### config.mk
export PLATFORM = sky130hd
export DESIGN_NAME = pcs_scram_descram
export DESIGN_NICKNAME = d
export VERILOG_FILES = /design/src/rtl/pcs_pkg.sv /design/src/rtl/scr_xor_net.sv /design/src/rtl/pcs_scram_descram.sv
export SDC_FILE = /design/constraint.sdc
export NUM_CORES = 1
export LEC_CHECK = 0
export CORE_ASPECT_RATIO = 0.9
export CORE_MARGIN = 1.5
export CORE_UTILIZATION = 50
export CTS_CLUSTER_SIZE = 40
export DETAILED_ROUTE_END_ITERATION = 12
export PLACE_DENSITY_LB_ADDON = 0.08
export SLEW_MARGIN = 10
export SYNTH_ARGS = -nofsm -noshare
export SYNTH_HDL_FRONTEND = slang
export SYNTH_SLANG_ARGS = --single-unit
### constraint.sdc
create_clock -name clk -period 1.77 [get_ports clk]
set_input_delay 0.354 -clock clk [delete_from_list [all_inputs] [get_ports clk]]
set_output_delay 0.354 -clock clk [all_outputs]
set_load 0.005 [all_outputs]
### src/rtl/pcs_pkg.sv
// Shared constants for the 64b/66b PCS scrambler / descrambler.
// Polynomial 1 + x^39 + x^58, with the 58-bit history reset to all ones by default.
package pcs_pkg;

  localparam int SCR_TAP_A   = 39;
  localparam int SCR_TAP_B   = 58;
  localparam int SCR_STATE_W = 58;

  localparam logic [SCR_STATE_W-1:0] SCR_SEED_DEFAULT = 58'h3FF_FFFF_FFFF_FFFF;

endpackage

### src/rtl/scr_xor_net.sv
// One-beat self-synchronous scrambler / descrambler network.
// state[0] is the most recent x bit; bit 0 of in_data is the first on the line.
module scr_xor_net
  import pcs_pkg::*;
#(
  parameter int DATA_WIDTH = 64,
  parameter int DESCRAMBLE = 0
) (
  input  logic [SCR_STATE_W-1:0] state,
  input  logic [DATA_WIDTH-1:0]  in_data,
  output logic [DATA_WIDTH-1:0]  out_data,
  output logic [SCR_STATE_W-1:0] next_state
);

  localparam int XW = SCR_STATE_W + DATA_WIDTH;

  // x history oldest-first: entries below SCR_STATE_W come from the stored
  // state, the rest are this beat's x bits, so bit n can reach bit n-39.
  logic [XW-1:0]         xs;
  logic [DATA_WIDTH-1:0] res;

  always_comb begin
    xs  = '0;
    res = '0;
    for (int m = 0; m < SCR_STATE_W; m++) begin
      xs[m] = state[SCR_STATE_W-1-m];
    end
    for (int j = 0; j < DATA_WIDTH; j++) begin
      res[j] = in_data[j]
             ^ xs[j + SCR_STATE_W - SCR_TAP_A]
             ^ xs[j + SCR_STATE_W - SCR_TAP_B];
      xs[SCR_STATE_W + j] = (DESCRAMBLE != 0) ? in_data[j] : res[j];
    end
  end

  always_comb begin
    out_data   = res;
    next_state = '0;
    for (int i = 0; i < SCR_STATE_W; i++) begin
      next_state[i] = xs[XW-1-i];
    end
  end

endmodule

### src/rtl/pcs_scram_descram.sv
// 64b/66b payload scrambler or descrambler with a main + skid output buffer.
// Valid/ready: a beat moves when valid and ready are both high on a rising edge.
module pcs_scram_descram
  import pcs_pkg::*;
#(
  parameter int                     DATA_WIDTH = 64,
  parameter int                     DESCRAMBLE = 0,
  parameter logic [SCR_STATE_W-1:0] SEED       = SCR_SEED_DEFAULT
) (
  input  logic                  clk,
  input  logic                  rst,
  input  logic [DATA_WIDTH-1:0] in_data,
  input  logic [1:0]            in_header,
  input  logic                  in_data_valid,
  output logic                  in_data_ready,
  input  logic                  bypass,
  output logic [DATA_WIDTH-1:0] out_data,
  output logic [1:0]            out_header,
  output logic                  out_data_valid,
  input  logic                  out_data_ready
);

  logic [SCR_STATE_W-1:0] state, state_n, net_state;
  logic [DATA_WIDTH-1:0]  net_data, beat_data;

  logic                  main_valid, main_valid_n;
  logic [DATA_WIDTH-1:0] main_data, main_data_n;
  logic [1:0]            main_header, main_header_n;
  logic                  skid_valid, skid_valid_n;
  logic [DATA_WIDTH-1:0] skid_data, skid_data_n;
  logic [1:0]            skid_header, skid_header_n;
  logic                  rdy;

  logic accept, xfer;

  scr_xor_net #(
    .DATA_WIDTH (DATA_WIDTH),
    .DESCRAMBLE (DESCRAMBLE)
  ) u_net (
    .state      (state),
    .in_data    (in_data),
    .out_data   (net_data),
    .next_state (net_state)
  );

  assign accept    = in_data_valid & rdy;
  assign xfer      = main_valid & out_data_ready;
  assign beat_data = bypass ? in_data : net_data;

  assign in_data_ready  = rdy;
  assign out_data_valid = main_valid;
  assign out_data       = main_data;
  assign out_header     = main_header;

  always_comb begin
    main_valid_n  = main_valid;
    main_data_n   = main_data;
    main_header_n = main_header;
    skid_valid_n  = skid_valid;
    skid_data_n   = skid_data;
    skid_header_n = skid_header;
    state_n       = (accept && !bypass) ? net_state : state;

    // Skid full implies ready low, so no accept can coincide with a skid drain.
    if (xfer) begin
      if (skid_valid) begin
        main_data_n   = skid_data;
        main_header_n = skid_header;
        skid_valid_n  = 1'b0;
      end else if (accept) begin
        main_data_n   = beat_data;
        main_header_n = in_header;
      end else begin
        main_valid_n  = 1'b0;
      end
    end else if (accept) begin
      if (!main_valid) begin
        main_valid_n  = 1'b1;
        main_data_n   = beat_data;
        main_header_n = in_header;
      end else begin
        skid_valid_n  = 1'b1;
        skid_data_n   = beat_data;
        skid_header_n = in_header;
      end
    end
  end

  always_ff @(posedge clk) begin
    if (rst) begin
      state       <= SEED;
      main_valid  <= 1'b0;
      main_data   <= '0;
      main_header <= 2'b00;
      skid_valid  <= 1'b0;
      skid_data   <= '0;
      skid_header <= 2'b00;
      rdy         <= 1'b0;
    end else begin
      state       <= state_n;
      main_valid  <= main_valid_n;
      main_data   <= main_data_n;
      main_header <= main_header_n;
      skid_valid  <= skid_valid_n;
      skid_data   <= skid_data_n;
      skid_header <= skid_header_n;
      rdy         <= !skid_valid_n;
    end
  end

endmodule

==> results of run 1 <==
## Yosys cell counts
master	count	area (µm²)
a311oi_1	2	17.52
nand3_2	1	10.01
a211o_1	76	665.6
a21boi_0	1	7.510
xnor2_1	139	1217
buf_4	1	7.510
o2111ai_1	14	122.6
and3_1	25	156.4
a31oi_1	25	156.4
nor2_1	181	679.4
a211oi_4	1	20.02
or3_1	13	81.33
clkbuf_2	1	5.000
nor3_1	26	130.1
a211oi_1	51	382.9
nand2b_1	6	37.54
or2_1	1	6.260
buf_2	29	145.1
xor2_1	38	332.8
xnor3_1	13	292.8
nand2_1	88	330.3
nand3b_1	9	67.56
nor2b_1	6	37.54
xor2_2	1	16.27
inv_2	1	3.750
buf_1	2	7.510
ha_1	1	12.51
mux2i_1	3	30.03
and2b_1	6	45.04
dfxtp_1	193	3864
nand3_1	28	140.1
a211oi_2	13	162.7
inv_1	1	3.750
nor2_4	10	112.6
nand4b_1	10	87.58
clkbuf_1	62	232.7
nor2_2	4	25.02
a21oi_1	77	385.4
nor3b_1	1	7.510
## placed cells by master, fill, tap and decap left out, types with 25 or more instances in the layout
cell	Yosys	final
a211o_1	76	75
a211oi_1	51	51
a21oi_1	77	75
a31oi_1	25	25
and3_1	25	25
buf_4	1	103
clkdlybuf4s50_1	0	133
dfxtp_1	193	187
nand2_1	88	86
nand3_1	28	28
nor2_1	181	180
xnor2_1	139	136
xor2_1	38	29
## logic make-up after synthesis
group	share of synthesized area (%)
compound gates	19.12
xor+xnor	18.51
fa+ha+maj	0.1245
buf+inv	4.035
flops	38.46
mux	0.2989
simple gates	19.45
## power by group through the flow
stage	combinational, mW	clock, mW	sequential, mW
final	2.71	4.03	4.70
after floorplan	1.37	0	4.77
after global routing	2.89	4.24	4.72
after CTS	2.57	4.06	4.69
after detailed placement	2.54	0	4.79
after global placement	2.52	0	4.78
## critical path, delay by kind of cell, from the launching register on
| family | cells | cell delay (ps) |
|---|---|---|
| buf+inv | 1 | 230 |
| simple gates | 1 | 70 |
| compound gates | 3 | 810 |
| flops | 1 | 370 |
| fa+ha+maj | 1 | 180 |
## sequential cells by signal, indices dropped and copies added, names as in the netlist
register,cells
in_data_ready,1
out_data,64
out_data_valid,1
out_header,2
skid_data,64
skid_header,2
skid_valid,1
state,58
## timing repair
action,in CTS,in global routing
buffers inserted,0,1
pin swaps,1,4
setup endpoints to repair,60,83
resized for setup,7,41
gates cloned,0,6
## worst max path at each step
stage / from / to / depth (start not counted)
floorplan: out_data_valid$_SDFFE_PP0P_ / out_data[59]$_SDFFE_PP0P_ / 8
global placement: in_data_valid / out_data[60]$_SDFFE_PP0P_ / 8
detailed placement: in_data_valid / out_data[59]$_SDFFE_PP0P_ / 8
CTS: out_data_valid$_SDFFE_PP0P_ / out_data_valid / 2
global route: in_data_ready$_SDFF_PP0_ / out_data[52]$_SDFFE_PP0P_ / 7
finish: in_data_ready$_SDFF_PP0_ / out_data[0]$_SDFFE_PP0P_ / 6
## metrics by stage
step	setup WS (ps)	power (mW)	hold WS (ps)	utilization, %	instance area [µm²]
finish	9.693	11.45	342.9	69.58	13540
global route	-71.97	11.85	356.4	69.58	13540
CTS	-20.05	11.32	338.5	67.88	13210
detailed placement	-522.0	7.326	443.5	64.62	12570
global placement	-452.2	7.301	441.1	64.62	12570
floorplan	1.896	6.139	448.2	-	10050
## cell type report
cell class	instances	area (µm²)	area share [%]
Clock inverter	12	156.4	1.155
Tap cell	250	312.8	2.310
Sequential cell	193	3874	28.61
Multi-Input combinational cell	870	5989	44.24
Inverter	2	7.507	0.05545
Clock buffer	19	442.9	3.271
Timing Repair Buffer	271	2756	20.36
## metal layers
| metal | up-vias | routed length (µm) |
|---|---|---|
| met5 | - | 0 |
| met4 | 0 | 567 |
| met3 | 40 | 1972 |
| met2 | 337 | 13960 |
| met1 | 4390 | 14280 |
| li1 | 4415 | - |
==> results.md, run 1 <==
- Status: completed
- Register-to-register setup slack: 10 ps
- CTS root buf: clkbuf_16
- IO Count: approximately 140
- Sequential cell fraction of total power: 41.1%
- Switching Fraction: 28.77%
- Syn Inst Count: ~1.2k
- Pwr Density: 845.3 mW/mm²
- Setup CP Type: reg2reg
- Dpl cells: approximately 1.6k
- Worst endpoint required time: 2140 ps
- Worst-Margin Slew: between 500 and 600 ps
- Die Y: 137.5 µm
- Gr usage total: 27.55%
- Synth Area per Inst: 8.660 µm²
- Hold Path Class: in2reg
- Non-Filler Instances: 1617
- TritonCTS buffer count: 17
- HPWL Detailed: 20.96 mm
- Synthesized area: between 0.01 and 0.015 mm²
- Period utilization: about 99%
- Hold buffer count at CTS: 0
- Final Wtd Congestion: a little over 0.9
- Hold_sp: rst
- Htree depth: 4
- Critical-path cell list: nand2_2 -> ha_4 -> a211o_4 -> clkbuf_16 -> a211o_1 -> a21oi_1
- Crit path DAT: 2130 ps
- Starting Density: 51.63%
- GR Overflow Total: 0
- WL final: 30.78 mm
- 1st-iter DRT viols: 764
- P_int: 8.153 mW
- Final min period: 1760 ps
- Share of cells above drive strength 1: between 10% and 20%
- Met2 Use GR: a little over two fifths
- FP Rows: 48
- Clk_lat worst skew: between 400 and 500 ps
- Endpoint type of the worst setup path: flop
- R2R Path Start: in_data_ready$_SDFF_PP0_
- Top achievable clock speed: 0.5681 GHz
- Final TNS setup: 0 ps
- Drt wl/cell: 19.03 µm
- # DRC: 0
- DR vias: 9182
- Leakage: 5.012 nW
- CP max-delay cell: a211o_4
- Global-route wire length before repair: 45.43 mm
- Clock slew at reported path FFs: 70 ps
- M3 GR Usage: 4.593%
- CTS sink count: just under 200
- P_sw: 3.292 mW
- Number of synthesized register bits: 193
- Largest net degree at the start of global routing: 65
- Final Net Count: 1427
- IO Port Bufs: 138
- Clock Path Buffers: 2
- Setup violations, final: 0
- Layout area overhead: 34.77%
- Worst clock skew: 12.08 ps
- Initial DRT Pass Iterations: 5
- Comb pwr share: 23.7%
- Syn nets: 1232
- GRT busiest layer: met2
- Max-slew headroom: 65.73%
- Number of inserted diodes: 0
- Vias in the first global route: 8370
- Die Wd: between 150 and 200 µm
- CTS tree: yes
- Final Slew Violations: 0
- Critical Path Max Stage Delay: 400 ps
- Met1 usage: 38.76%
- Vias/cell: ~5.7
- RSZ-0062 raised after global routing: true
- Hold Vio Cnt, Final: 0
- Peak VDD IR: ~0.67 mV
- Clock Power Share: 35.2%
- Hold Path End: out_data[3]$_SDFFE_PP0P_
- Startpoint types: flop
- Synth warnings: 0
- Reg2reg end: out_data[0]$_SDFFE_PP0P_
- Initial antenna violation count: 0
- Unique cell type count in the Yosys netlist: 39
- Fillers: 1551
- Die area: 0.02095 mm²
- Core ar.: 0.01946 mm²
- Worst Reg-to-Reg Cells: 6
- Sequential-to-total area share from yosys stat: 38.46%
- CP Max Fanout: 10
- Hold depth: 2
- Antenna Nets Post-Route: 0
- Maxcap violations: 0
Power figures use the tool's default switching activity.
==> run 2: changes to the inputs <==
- SLEW_MARGIN: 10 -> default
==> results of run 2 <==
The final DEF is identical to that of run 1; final timing and power are the same.
==> run 3: changes to the inputs <==
- CORE_UTILIZATION: 50 -> 45
- CTS_CLUSTER_DIAMETER: default -> 120
- PLACE_DENSITY: default -> 0.8
- PLACE_DENSITY_LB_ADDON: 0.08 -> default
==> results.md, run 3 (synthesis results as in run 1) <==
- Gr usage total: between 20% and 30%
- Hold WS: 348.5 ps
- 1st-iter DRT viols: 1049
- Share of cells above drive strength 1: 18.25%
- Starting Density: 46.17%
- Delay-heaviest family, CP: compound AO/OA/AOI/OAI gates
- CP max-delay cell: a211o_4
- HPWL Detailed: 21.38 mm
- CP Max Fanout: 14
- Initial DRT Pass Iterations: 5
- Max-slew headroom: around 65%
- Clock Path Buffers: 2
- Period utilization: 100.2%
- Peak VDD IR: 0.5272 mV
- Number of inserted diodes: 0
- # DRC: 0
- Worst Path Buf+Inv: 1
- Final TNS setup: -3.831 ps
- Final Slew Violations: 0
- WL final: 32.09 mm
- IO Port Bufs: 138
- Cell area after layout: about 0.014 mm²
- Worst-Margin Slew: 526.5 ps
- Critical-path cell list: nand2_2 -> ha_4 -> a211o_4 -> buf_8 -> nor3_1 -> nand2_1 -> a31oi_1
- Fillers: 1694
- TritonCTS buffer count: 17
- Largest net degree at the start of global routing: 51
- Critical Path Max Stage Delay: 410 ps
- Final Wtd Congestion: 0.9266
- RSZ-0062 raised after global routing: true
- CTS sink count: 193
- Setup CP Type: reg2reg
- Vias in the first global route: 8784
- Final min period: 1774 ps
- Leakage: 5.049 nW
- Worst clock skew: between 10 and 15 ps
- Vias/cell: 5.744
- Status: finished, violations left
- Hold buffer count at CTS: 0
- Htree depth: 4
- IO Count: between 100 and 150
- Most frequent cells in the layout: 187 x dfxtp_1, 180 x nor2_1, 137 x xnor2_1
- Die Wd: 160.5 µm
- CTS root buf: clkbuf_16
- Die Y: 144.7 µm
- Startpoint types: flop
- Post-route setup slack: -3.831 ps
- Area after DPL: about 0.013 mm²
- DR vias: 9569
- Top achievable clock speed: between 0.5 and 0.6 GHz
- Die area: 0.02323 mm²
- Crit path DAT: between 2000 and 2500 ps
- Failing checks: negative setup slack
- Layout area overhead: 35.87%
- Worst endpoint required time: 2140 ps
- Hold Vio Cnt, Final: 0
- Core ar.: 0.02176 mm²
- Drt wl/cell: 19.26 µm
- Clk_lat worst skew: between 400 and 500 ps
- Clock slew at reported path FFs: 70 ps
- CTS tree: yes
- Endpoint type of the worst setup path: flop
- GR Overflow Total: 0
- Hold Path Class: in2reg
- Pwr Density: slightly above 800 mW/mm²
- Antenna Nets Post-Route: 0
- Setup violations, final: 1
- Initial antenna violation count: 0
- Commonest non-fill, non-tap cell in the layout: dfxtp_1
- Maxcap violations: 0
- Final Net Count: 1435
- Global-route wire length before repair: about 47 mm
- FP Rows: 51
==> run 3: metrics by stage <==
| stage | power (mW) | setup slack, ps | utilization, % | instances |
|---|---|---|---|---|
| final | 11.28 | -3.831 | 62.73 | 1666 |
| after CTS | 11.12 | 7.014 | 61.30 | 1659 |
| after global routing | 11.64 | -39.32 | 62.73 | 1666 |
| after detailed placement | 7.319 | -535.8 | 58.04 | 1624 |
| after global placement | 7.276 | -492.1 | 58.04 | 1624 |
| after floorplan | 6.139 | 1.896 | - | 1160 |
==> run 3: what timing repair did <==
action / in CTS / in global routing
endpoints found under the setup margin: 69 / 95
cloned: 2 / 6
pin swaps: 2 / 11
buffers inserted: 2 / 2
gates resized for setup: 15 / 43
==> run 3: path summary, 6_finish.rpt <==
| kind | cells after the start | from | to | slack, ps |
|---|---|---|---|---|
| hold / removal | 2 | rst | skid_header[1]$_SDFFE_PP0P_ | 350 |
| setup / recovery | 7 | in_data_ready$_SDFF_PP0_ | out_data[45]$_SDFFE_PP0P_ | -4 |
| setup reg to reg | 7 | in_data_ready$_SDFF_PP0_ | out_data[45]$_SDFFE_PP0P_ | -4 |
| hold reg to reg | 2 | out_data[28]$_SDFFE_PP0P_ | out_data[28]$_SDFFE_PP0P_ | 450 |
==> run 3: where the power goes <==
part / switching, mW / internal, mW / leakage, nW
registers: 0.169 / 4.54 / 1.57
clock network: 1.75 / 2.05 / 0.275
logic: 1.39 / 1.38 / 3.21
total: 3.30 / 7.97 / 5.05
==> run 3: cell type report <==
cell class	count	area, µm²	share of cell area (%)
clock buffers	20	466.7	3.419
clock inverters	11	102.6	0.7517
multi-input cells	871	6000	43.95
inverters	2	7.507	0.05500
well taps	291	364.1	2.668
flip-flops and latches	193	3871	28.36
repair buffers	278	2838	20.79
==> run 3: layer usage <==
metal / GRT usage (%) / share of wire [%]
met4: 9.051 / 3.0
met3: 4.075 / 8.8
met2: 42.40 / 46
met5: 0 / 0
met1: 35.08 / 43
